`config.mk`:
```
export PLATFORM = sky130hd
export DESIGN_NAME = counter_bank
export DESIGN_NICKNAME = d
export VERILOG_FILES = /design/src/rtl/counter_bank.sv
export SDC_FILE = /design/constraint.sdc
export NUM_CORES = 1
export LEC_CHECK = 0
export CORE_ASPECT_RATIO = 1.5
export CORE_MARGIN = 2
export CORE_UTILIZATION = 39
export DETAILED_ROUTE_END_ITERATION = 8
export PLACE_DENSITY = 0.67
export SLEW_MARGIN = 30
export SYNTH_ARGS = -nofsm -noshare
export SYNTH_HDL_FRONTEND = slang
export SYNTH_SLANG_ARGS = --single-unit
```
`constraint.sdc`:
```
create_clock -name clk -period 5.5 [get_ports clk]
set_clock_uncertainty 0.05 [all_clocks]
set_input_delay 0.55 -clock clk [delete_from_list [all_inputs] [get_ports clk]]
set_output_delay 0.55 -clock clk [all_outputs]
set_load 0.02 [all_outputs]
```
`src/rtl/counter_bank.sv`:
```
// Bank of independent up/down counters with per-channel wrap/saturate/modulo/one-shot
// modes and a zero-latency cascade chain from each channel to the one above it.

module counter_bank_ch #(
  parameter int               WIDTH     = 8,
  parameter logic [WIDTH-1:0] INCREMENT = WIDTH'(1),
  parameter logic [WIDTH-1:0] INITIAL   = '0
) (
  input  logic             clk,
  input  logic             rst_n,
  input  logic             enable,
  input  logic             down,
  input  logic [1:0]       mode,
  input  logic             casc_ok,
  input  logic [WIDTH-1:0] limit,
  input  logic             load,
  input  logic [WIDTH-1:0] load_count,
  output logic [WIDTH-1:0] count,
  output logic             overflow,
  output logic             done,
  output logic             ev
);
  typedef enum logic [1:0] {M_WRAP = 2'b00, M_SAT = 2'b01, M_MOD = 2'b10, M_ONESHOT = 2'b11} mode_e;

  localparam logic [WIDTH:0] STEP = {1'b0, INCREMENT};

  mode_e          md;
  logic [WIDTH:0] cnt_x, lim_x, sum, dif;
  logic [WIDTH-1:0] nxt;
  logic           borrow, adv, hit;

  assign md     = mode_e'(mode);
  assign cnt_x  = {1'b0, count};
  assign lim_x  = {1'b0, limit};
  assign sum    = cnt_x + STEP;
  assign dif    = cnt_x - STEP;
  assign borrow = dif[WIDTH];

  always_comb begin
    nxt = count;
    hit = 1'b0;
    case (md)
      M_WRAP: begin
        nxt = down ? dif[WIDTH-1:0] : sum[WIDTH-1:0];
        hit = down ? borrow : sum[WIDTH];
      end
      M_MOD: begin
        if (!down) begin
          if (cnt_x >= lim_x) begin nxt = '0; hit = 1'b1; end
          else nxt = sum[WIDTH-1:0];
        end else begin
          if (borrow) begin nxt = limit; hit = 1'b1; end
          else nxt = dif[WIDTH-1:0];
        end
      end
      default: begin
        // saturate and one-shot: event only on the step that lands on the boundary
        if (!down) begin
          nxt = (sum > lim_x) ? limit : sum[WIDTH-1:0];
          hit = (nxt == limit) && (count != limit);
        end else begin
          nxt = borrow ? '0 : dif[WIDTH-1:0];
          hit = (nxt == '0) && (count != '0);
        end
      end
    endcase
  end

  assign adv = enable & ~done & casc_ok;
  assign ev  = adv & ~load & hit;

  always_ff @(posedge clk or negedge rst_n) begin
    if (!rst_n) begin
      count    <= INITIAL;
      overflow <= 1'b0;
      done     <= 1'b0;
    end else if (load) begin
      count    <= load_count;
      overflow <= 1'b0;
      done     <= 1'b0;
    end else begin
      if (adv) count <= nxt;
      if (ev) begin
        overflow <= 1'b1;
        if (md == M_ONESHOT) done <= 1'b1;
      end
    end
  end
endmodule

module counter_bank #(
  parameter int               WIDTH     = 8,
  parameter int               CHANNELS  = 4,
  parameter logic [WIDTH-1:0] INCREMENT = WIDTH'(1),
  parameter logic [WIDTH-1:0] INITIAL   = '0
) (
  input  logic                      clk,
  input  logic                      rst_n,
  input  logic [CHANNELS-1:0]       enable,
  input  logic [CHANNELS-1:0]       up0_down1,
  input  logic [2*CHANNELS-1:0]     mode,
  input  logic [CHANNELS-1:0]       cascade,
  input  logic [WIDTH*CHANNELS-1:0] limit,
  input  logic [CHANNELS-1:0]       load,
  input  logic [WIDTH*CHANNELS-1:0] load_count,
  output logic [WIDTH*CHANNELS-1:0] count,
  output logic [CHANNELS-1:0]       tc,
  output logic [CHANNELS-1:0]       overflow,
  output logic [CHANNELS-1:0]       done
);
  logic [CHANNELS-1:0] ev, ev_below;

  for (genvar i = 0; i < CHANNELS; i++) begin : g_ch
    // channel 0 sees a permanently-true event below it, so its cascade bit is a no-op
    if (i == 0) begin : g_base
      assign ev_below[i] = 1'b1;
    end else begin : g_link
      assign ev_below[i] = ev[i-1];
    end

    counter_bank_ch #(
      .WIDTH(WIDTH), .INCREMENT(INCREMENT), .INITIAL(INITIAL)
    ) u_ch (
      .clk        (clk),
      .rst_n      (rst_n),
      .enable     (enable[i]),
      .down       (up0_down1[i]),
      .mode       (mode[2*i +: 2]),
      .casc_ok    (~cascade[i] | ev_below[i]),
      .limit      (limit[WIDTH*i +: WIDTH]),
      .load       (load[i]),
      .load_count (load_count[WIDTH*i +: WIDTH]),
      .count      (count[WIDTH*i +: WIDTH]),
      .overflow   (overflow[i]),
      .done       (done[i]),
      .ev         (ev[i])
    );
  end

  // terminal count is the event vector delayed one clock; load already masks ev
  always_ff @(posedge clk or negedge rst_n) begin
    if (!rst_n) tc <= '0;
    else        tc <= ev;
  end
endmodule
```
# Word-level counts from Yosys, hierarchy flattened

Cells that the tools add are included.

Output and inout bits: 44
Flip-flop bits (word level): 44
Logic and storage cells: 194

Multiplexer cells: 84
Reductions and logical operators: 36
Bitwise gates (word level): 29
Equal/unequal tests: 16
Order comparisons: 8
Add/sub/neg operators: 8

Operator list:

| kind                  | count |
|---|---|
| $mux W8               | 36 |
| $pmux W8 S2           | 4 |
| $mux W1               | 40 |
| $add A8 B1 Y9 const B | 4 |
| $gt A9 B8 Y1          | 4 |
| $sub A8 B1 Y9 const B | 4 |
| $eq A8 B8 Y1          | 4 |
| $ge A8 B8 Y1          | 4 |
| $logic_not A8 Y1      | 4 |
| $ne A8 B8 Y1          | 4 |
| $reduce_bool A8 Y1    | 4 |
| $reduce_bool A2 Y1    | 12 |
| $eq A2 B2 Y1 const B  | 8 |
| $and A1 B1 Y1         | 15 |
| $not A1 Y1            | 11 |
| $logic_and A1 B1 Y1   | 8 |
| $logic_not A2 Y1      | 4 |
| $pmux W1 S2           | 4 |
| $reduce_and A2 Y1     | 4 |
| $or A1 B1 Y1          | 3 |

# Longest topological paths before layout

Depth after elaboration: 22
Mapped depth: 16
Depth with buffers taken out: 15

# Cells and area by module

A second synthesis with hierarchy kept.

Cells, all modules: 1112
Area, all modules: 8428.1 um^2

By module, submodules not included:

| module                             | times used | cells each | area each (um^2) | sequential area each (um^2) |
|---|---|---|---|---|
| counter_bank_ch (g_ch[0].u_ch ...) | 3          | 279        | 2113.3           | 250.2 |
| counter_bank_ch (g_ch[3].u_ch)     | 1          | 267        | 1965.6           | 250.2 |
| counter_bank                       | 1          | 8          | 122.6            | 100.1 |

# Worst setup path after synthesis

Ideal clock, no wire load.

Kind: flip-flop to flip-flop
From: register g_ch[1].u_ch.count[1]
To: register g_ch[3].u_ch.count[3]
Buffers on the path: 2
Cell stages (with the launch flop): 17
Data required time: 5309 ps
Arrival: 3793 ps
Setup time: 141 ps
Slack: 1516 ps
Path through: dfrtp_1 > ha_1 > and3_1 > buf_2 > nand3_1 > xnor2_1 > ha_1 > a211oi_1 > o211ai_1 > o211ai_1 > nand2_1 > a31oi_1 > o221ai_2 > and4_1 > buf_4 > o41ai_1 > a31oi_1

Longest elaborated chain between the ends: 15
Elaborated cells between the ends (all ways): 26
Those cells by class: 2 x add/sub; 2 x order compare; 2 x eq/ne; 8 x mux; 7 x bitwise; 5 x reduce/logical

RTL lines:

| element                        | RTL line | text |
|---|---|---|
| start, declared                | 18       | `output logic [WIDTH-1:0] count,` |
| start signal, assigned         | 78       | `count <= load_count;` |
| start signal, assigned         | 82       | `if (adv) count <= nxt;` |
| $add A8 B1 Y9                  | 35       | `assign sum = cnt_x + STEP;` |
| $gt A9 B8 Y1                   | 59       | `nxt = (sum > lim_x) ? limit : sum[WIDTH-1:0];` |
| $mux W8                        | 59       |  |
| $eq A8 B8 Y1                   | 60       | `hit = (nxt == limit) && (count != limit);` |
| $logic_and A1 B1 Y1            | 60       |  |
| $mux W1                        | 58       | `if (!down) begin` |
| $pmux W1 S2 *                  | 42       | `case (md)` |
| $and A1 B1 Y1 *                | 70       | `assign ev = adv & ~load & hit;` |
| $or A1 B1 Y1 *                 | 129      | `.casc_ok (~cascade[i] \| ev_below[i]),` |
| $and A1 B1 Y1 *                | 69       | `assign adv = enable & ~done & casc_ok;` |
| $and A1 B1 Y1 * (2 in series)  | 70       |  |
| $or A1 B1 Y1 *                 | 129      |  |
| $and A1 B1 Y1 *                | 69       |  |
| $reduce_bool A2 Y1 (no line) * | --       |  |
| end signal, assigned           | 78       |  |
| end signal, assigned           | 82       |  |
| end, declared                  | 18       |  |

Mark *: on every way between the ends. The rest lies on a longest branch, timed or not.
A chain may end at the register's enable or synchronous reset.

# Worst setup path after layout

From: register g_ch[1].u_ch.count[1]
To: register g_ch[2].u_ch.count[2]

Longest elaborated chain between the ends: 11
Elaborated cells between the ends (all ways): 22
Those cells by class: 2 x add/sub; 2 x order compare; 2 x eq/ne; 8 x mux; 3 x bitwise; 5 x reduce/logical

RTL lines:

| element                        | RTL line |
|---|---|
| $add A8 B1 Y9                  | 35 |
| $gt A9 B8 Y1                   | 59 |
| $mux W8                        | 59 |
| $eq A8 B8 Y1                   | 60 |
| $logic_and A1 B1 Y1            | 60 |
| $mux W1                        | 58 |
| $pmux W1 S2 *                  | 42 |
| $and A1 B1 Y1 *                | 70 |
| $or A1 B1 Y1 *                 | 129 |
| $and A1 B1 Y1 *                | 69 |
| $reduce_bool A2 Y1 (no line) * | -- |
| end signal, assigned           | 78 |
| end signal, assigned           | 82 |
| end, declared                  | 18 |

Marked as above.

==> metrics.cfg <==
[drt]
totalWireLength_mm = 28.0
remaining_drc_errors = 0
drt_first_iter_violations = 849
ant_nets = 0
dr_total_vias = 8635
post_drt_via_cell_ratio = 6.27
drt-wirelength-per-cell_um = 20.3
dr.pass1.iters = 5

[place]
preCtsSetupSlack_ns = 0.800
io_buffer_count = 132
gp_congestion = 0.973
post-dp-hpwl_mm = 22.0

[timing]
max_clock_freq_mhz = 210
report.final.setup_viol = 0
setup_tns_ns = 0
post-route-worst-setup-slack_ns = 0.728
final.min_clock_period_ns = 4.77
worst_pin_slew_ns = 0.834
rsz0062_at_grt = false
timing.slew.headroom = 0.442
hold_violations = 0
min_period_over_period = 0.868
max_slew_violations = 0

[setup_path]
critPathCaptureType = flop
worstSetupStartpointType = flop
crit_required_ns = 5.64
worstSetupPathType = reg -> reg
cp.arrival_ns = 4.91
crit_fanout = 10

[clocking]
cts_root_buffer = clkbuf_16
cts.clk_slew.worst_paths_ns = 0.07
numCtsBuffers = 5
cts.repair_timing.setup_buffer_count = 0
cts.repair.resized = 0
tritoncts = done
worst_skew_pair_later_pin_latency_ns = 0.30
clkSinkCount = 44
h-tree-depth = 2
cts.hold.buffers_added = 0
cts_buffer_depth = 2

[yosys]
postSynthAreaPerCell_sq_um = 7.50
synth_warnings = 0
syn-num-nets = 1195
netlist_instances = 1029
ys_dominant_reg_cell = dfrtp_1
synth_cell_area_sq_um = 7710
synth_enable_flop_cells = 0
sequential_to_total_area_share_from_yosys_stat = 0.143
ys_ff_latch = 44
async_reset_ff_frac = 1.00
synth_cell_types = 93

[global_routing]
grt_max_degree = 45
global_route.usage.total = 0.263
antenna_found_initial = 0
grt_pass1_vias = 8321
grt_overflow = 0
global_route_wire_length_before_repair_mm = 44.4

[power_and_ir_drop]
switching_share = 0.450
ir_drop_v = 0.000140
total_leakage_power_nw = 3.91
power.internal_w = 0.00105
sequentialPowerShare = 0.239
powerDensity_nw_per_um2 = 205
share_comb_of_total_power = 0.569
clock_power_share = 0.192
switching_power_w = 0.000858

[finish]
insertedDiodeCount = 0
area.growth.synth_to_final_pct = 20.8
nNetsFinal = 1282
drive_gt1_frac = 0.0555

[floorplan]
pin_count = 134
initial_standard_cell_utilization_of_the_core = 0.395
die_h_um = 176
design.core.area_sq_um = 19500
dieArea_sq_um = 20900
dieWidth_um = 119
core.rowCount = 63

[run_status]
run_status = finished, final reports clean

[hold_path]
min_path_type = in -> async

[flow_run]
reported_max_cap_violation_count = 0

## critical path: stages (launching register included)
cell	delay (ns)
dfrtp_1	0.57
ha_1	0.28
and3_1	0.34
nand3_1	0.13
xnor2_1	0.40
ha_1	0.34
a211oi_1	0.29
o211ai_1	0.13
o211ai_1	0.21
buf_4	0.20
nand2_1	0.20
a31oi_1	0.27
o221ai_2	0.23
a21boi_2	0.53
nor2_1	0.19
o311ai_1	0.28
## path summary, 6_finish.rpt
| path | from | to | slack, ns | cells after the start |
|---|---|---|---|---|
| setup / recovery | g_ch[1].u_ch.count[1]$_DFFE_PN0P_ | g_ch[2].u_ch.count[2]$_DFFE_PN0P_ | 0.73 | 15 |
| hold / removal | rst_n | g_ch[0].u_ch.count[7]$_DFFE_PN0P_ | 0.28 | 2 |
| setup reg to reg | g_ch[1].u_ch.count[1]$_DFFE_PN0P_ | g_ch[2].u_ch.count[2]$_DFFE_PN0P_ | 0.73 | 15 |
| hold reg to reg | g_ch[0].u_ch.overflow$_DFFE_PN0P_ | g_ch[0].u_ch.overflow$_DFFE_PN0P_ | 0.44 | 1 |
| max in group asynchronous | rst_n | g_ch[1].u_ch.count[7]$_DFFE_PN0P_ | 4.69 | 2 |
| min in group clk | g_ch[0].u_ch.overflow$_DFFE_PN0P_ | g_ch[0].u_ch.overflow$_DFFE_PN0P_ | 0.44 | 1 |
## cells in the mapped netlist (all sizes together) (6+ instances only)
library cell	number	share of area
a31oi	18	0.015
ha	76	0.12
o2111ai	8	0.0091
o31ai	8	0.0078
a221oi	7	0.0088
a32o	6	0.0078
mux2i	10	0.013
nand2	91	0.045
dfrtp	44	0.14
a32oi	6	0.0068
xor2	22	0.026
nor2b	17	0.014
o21a	7	0.0068
xnor2	37	0.042
o311ai	10	0.012
nand4	16	0.013
buf	35	0.029
nor4	10	0.011
a211oi	15	0.015
a22oi	6	0.0058
and4	7	0.0079
nand2b	17	0.014
inv	69	0.034
nor3	25	0.020
a22o	9	0.010
o221ai	6	0.0076
clkbuf	35	0.017
nor2	66	0.035
and3	12	0.0097
or4	9	0.0092
o22ai	11	0.0089
a21o	20	0.019
o211ai	22	0.021
nand3	33	0.022
o21ai	74	0.048
a21oi	68	0.045
## cells in the final DEF (no fill, tap or decap), drive strengths merged, types with 25 or more instances in the layout
master | synthesis | routed
clkdlybuf4s50 | 0 | 131
nand2 | 91 | 91
ha | 76 | 76
o21ai | 74 | 74
inv | 69 | 70
a21oi | 68 | 68
nor2 | 66 | 66
dfrtp | 44 | 44
xnor2 | 37 | 37
nand3 | 33 | 33
nor3 | 25 | 25
## through the flow
stage | hold WS [ns] | instance area, sq um | instances | utilization | total power (W)
finish | 0.279 | 9310 | 1377 | 0.476 | 0.00191
global route | 0.339 | 9310 | 1377 | 0.476 | 0.00204
CTS | 0.319 | 9310 | 1377 | 0.476 | 0.00190
detailed placement | 0.424 | 9140 | 1369 | 0.468 | 0.00153
global placement | 0.414 | 9140 | 1369 | 0.467 | 0.00151
floorplan | 0.204 | 7710 | 1029 | - | 0.00116
## kinds of logic (layout without fill, tap and decap cells)
logic type               after synthesis  after routing  synth area share
adder cells (fa/ha/maj)               76             76             0.123
AND/OR/NAND/NOR                      335            335             0.232
XOR/XNOR                              64             64            0.0826
flip-flops                            44             44             0.143
buffers and inverters                140            228            0.0798
AO/OA/AOI/OAI                        355            355             0.319
multiplexers                          15             15            0.0203
## power groups by stage
stage               sequential (W)  combinational, W  clock, W
floorplan                 0.000433          0.000727         0
global placement          0.000460           0.00105         0
detailed placement        0.000459           0.00107         0
CTS                       0.000453           0.00107  0.000369
global route              0.000464           0.00119  0.000386
finish                    0.000456           0.00108  0.000366
## routing by layer
metal | vias up | GRT usage | part of all wire
met2 | 379 | 0.483 | 0.51
met1 | 4127 | 0.301 | 0.38
met3 | 90 | 0.0258 | 0.059
met4 | 0 | 0.133 | 0.051
li1 | 4039 | - | -
met5 | - | 0 | 0
## area by class of cell
type | instances | area (sq um)
multi-input combinational | 845 | 6000
inverter | 70 | 263
sequential | 44 | 1100
clock buffer | 5 | 125
timing repair buffer | 150 | 1450
tap | 260 | 325
clock inverter | 3 | 46.3
fill | 2044 | 10200
## state kept, by name (all words and copies together) (netlist names)
signal,flops
g_ch.u_ch.done,4
g_ch.u_ch.count,32
tc,4
g_ch.u_ch.overflow,4
No activity file was read; power rests on OpenSTA's default activity.
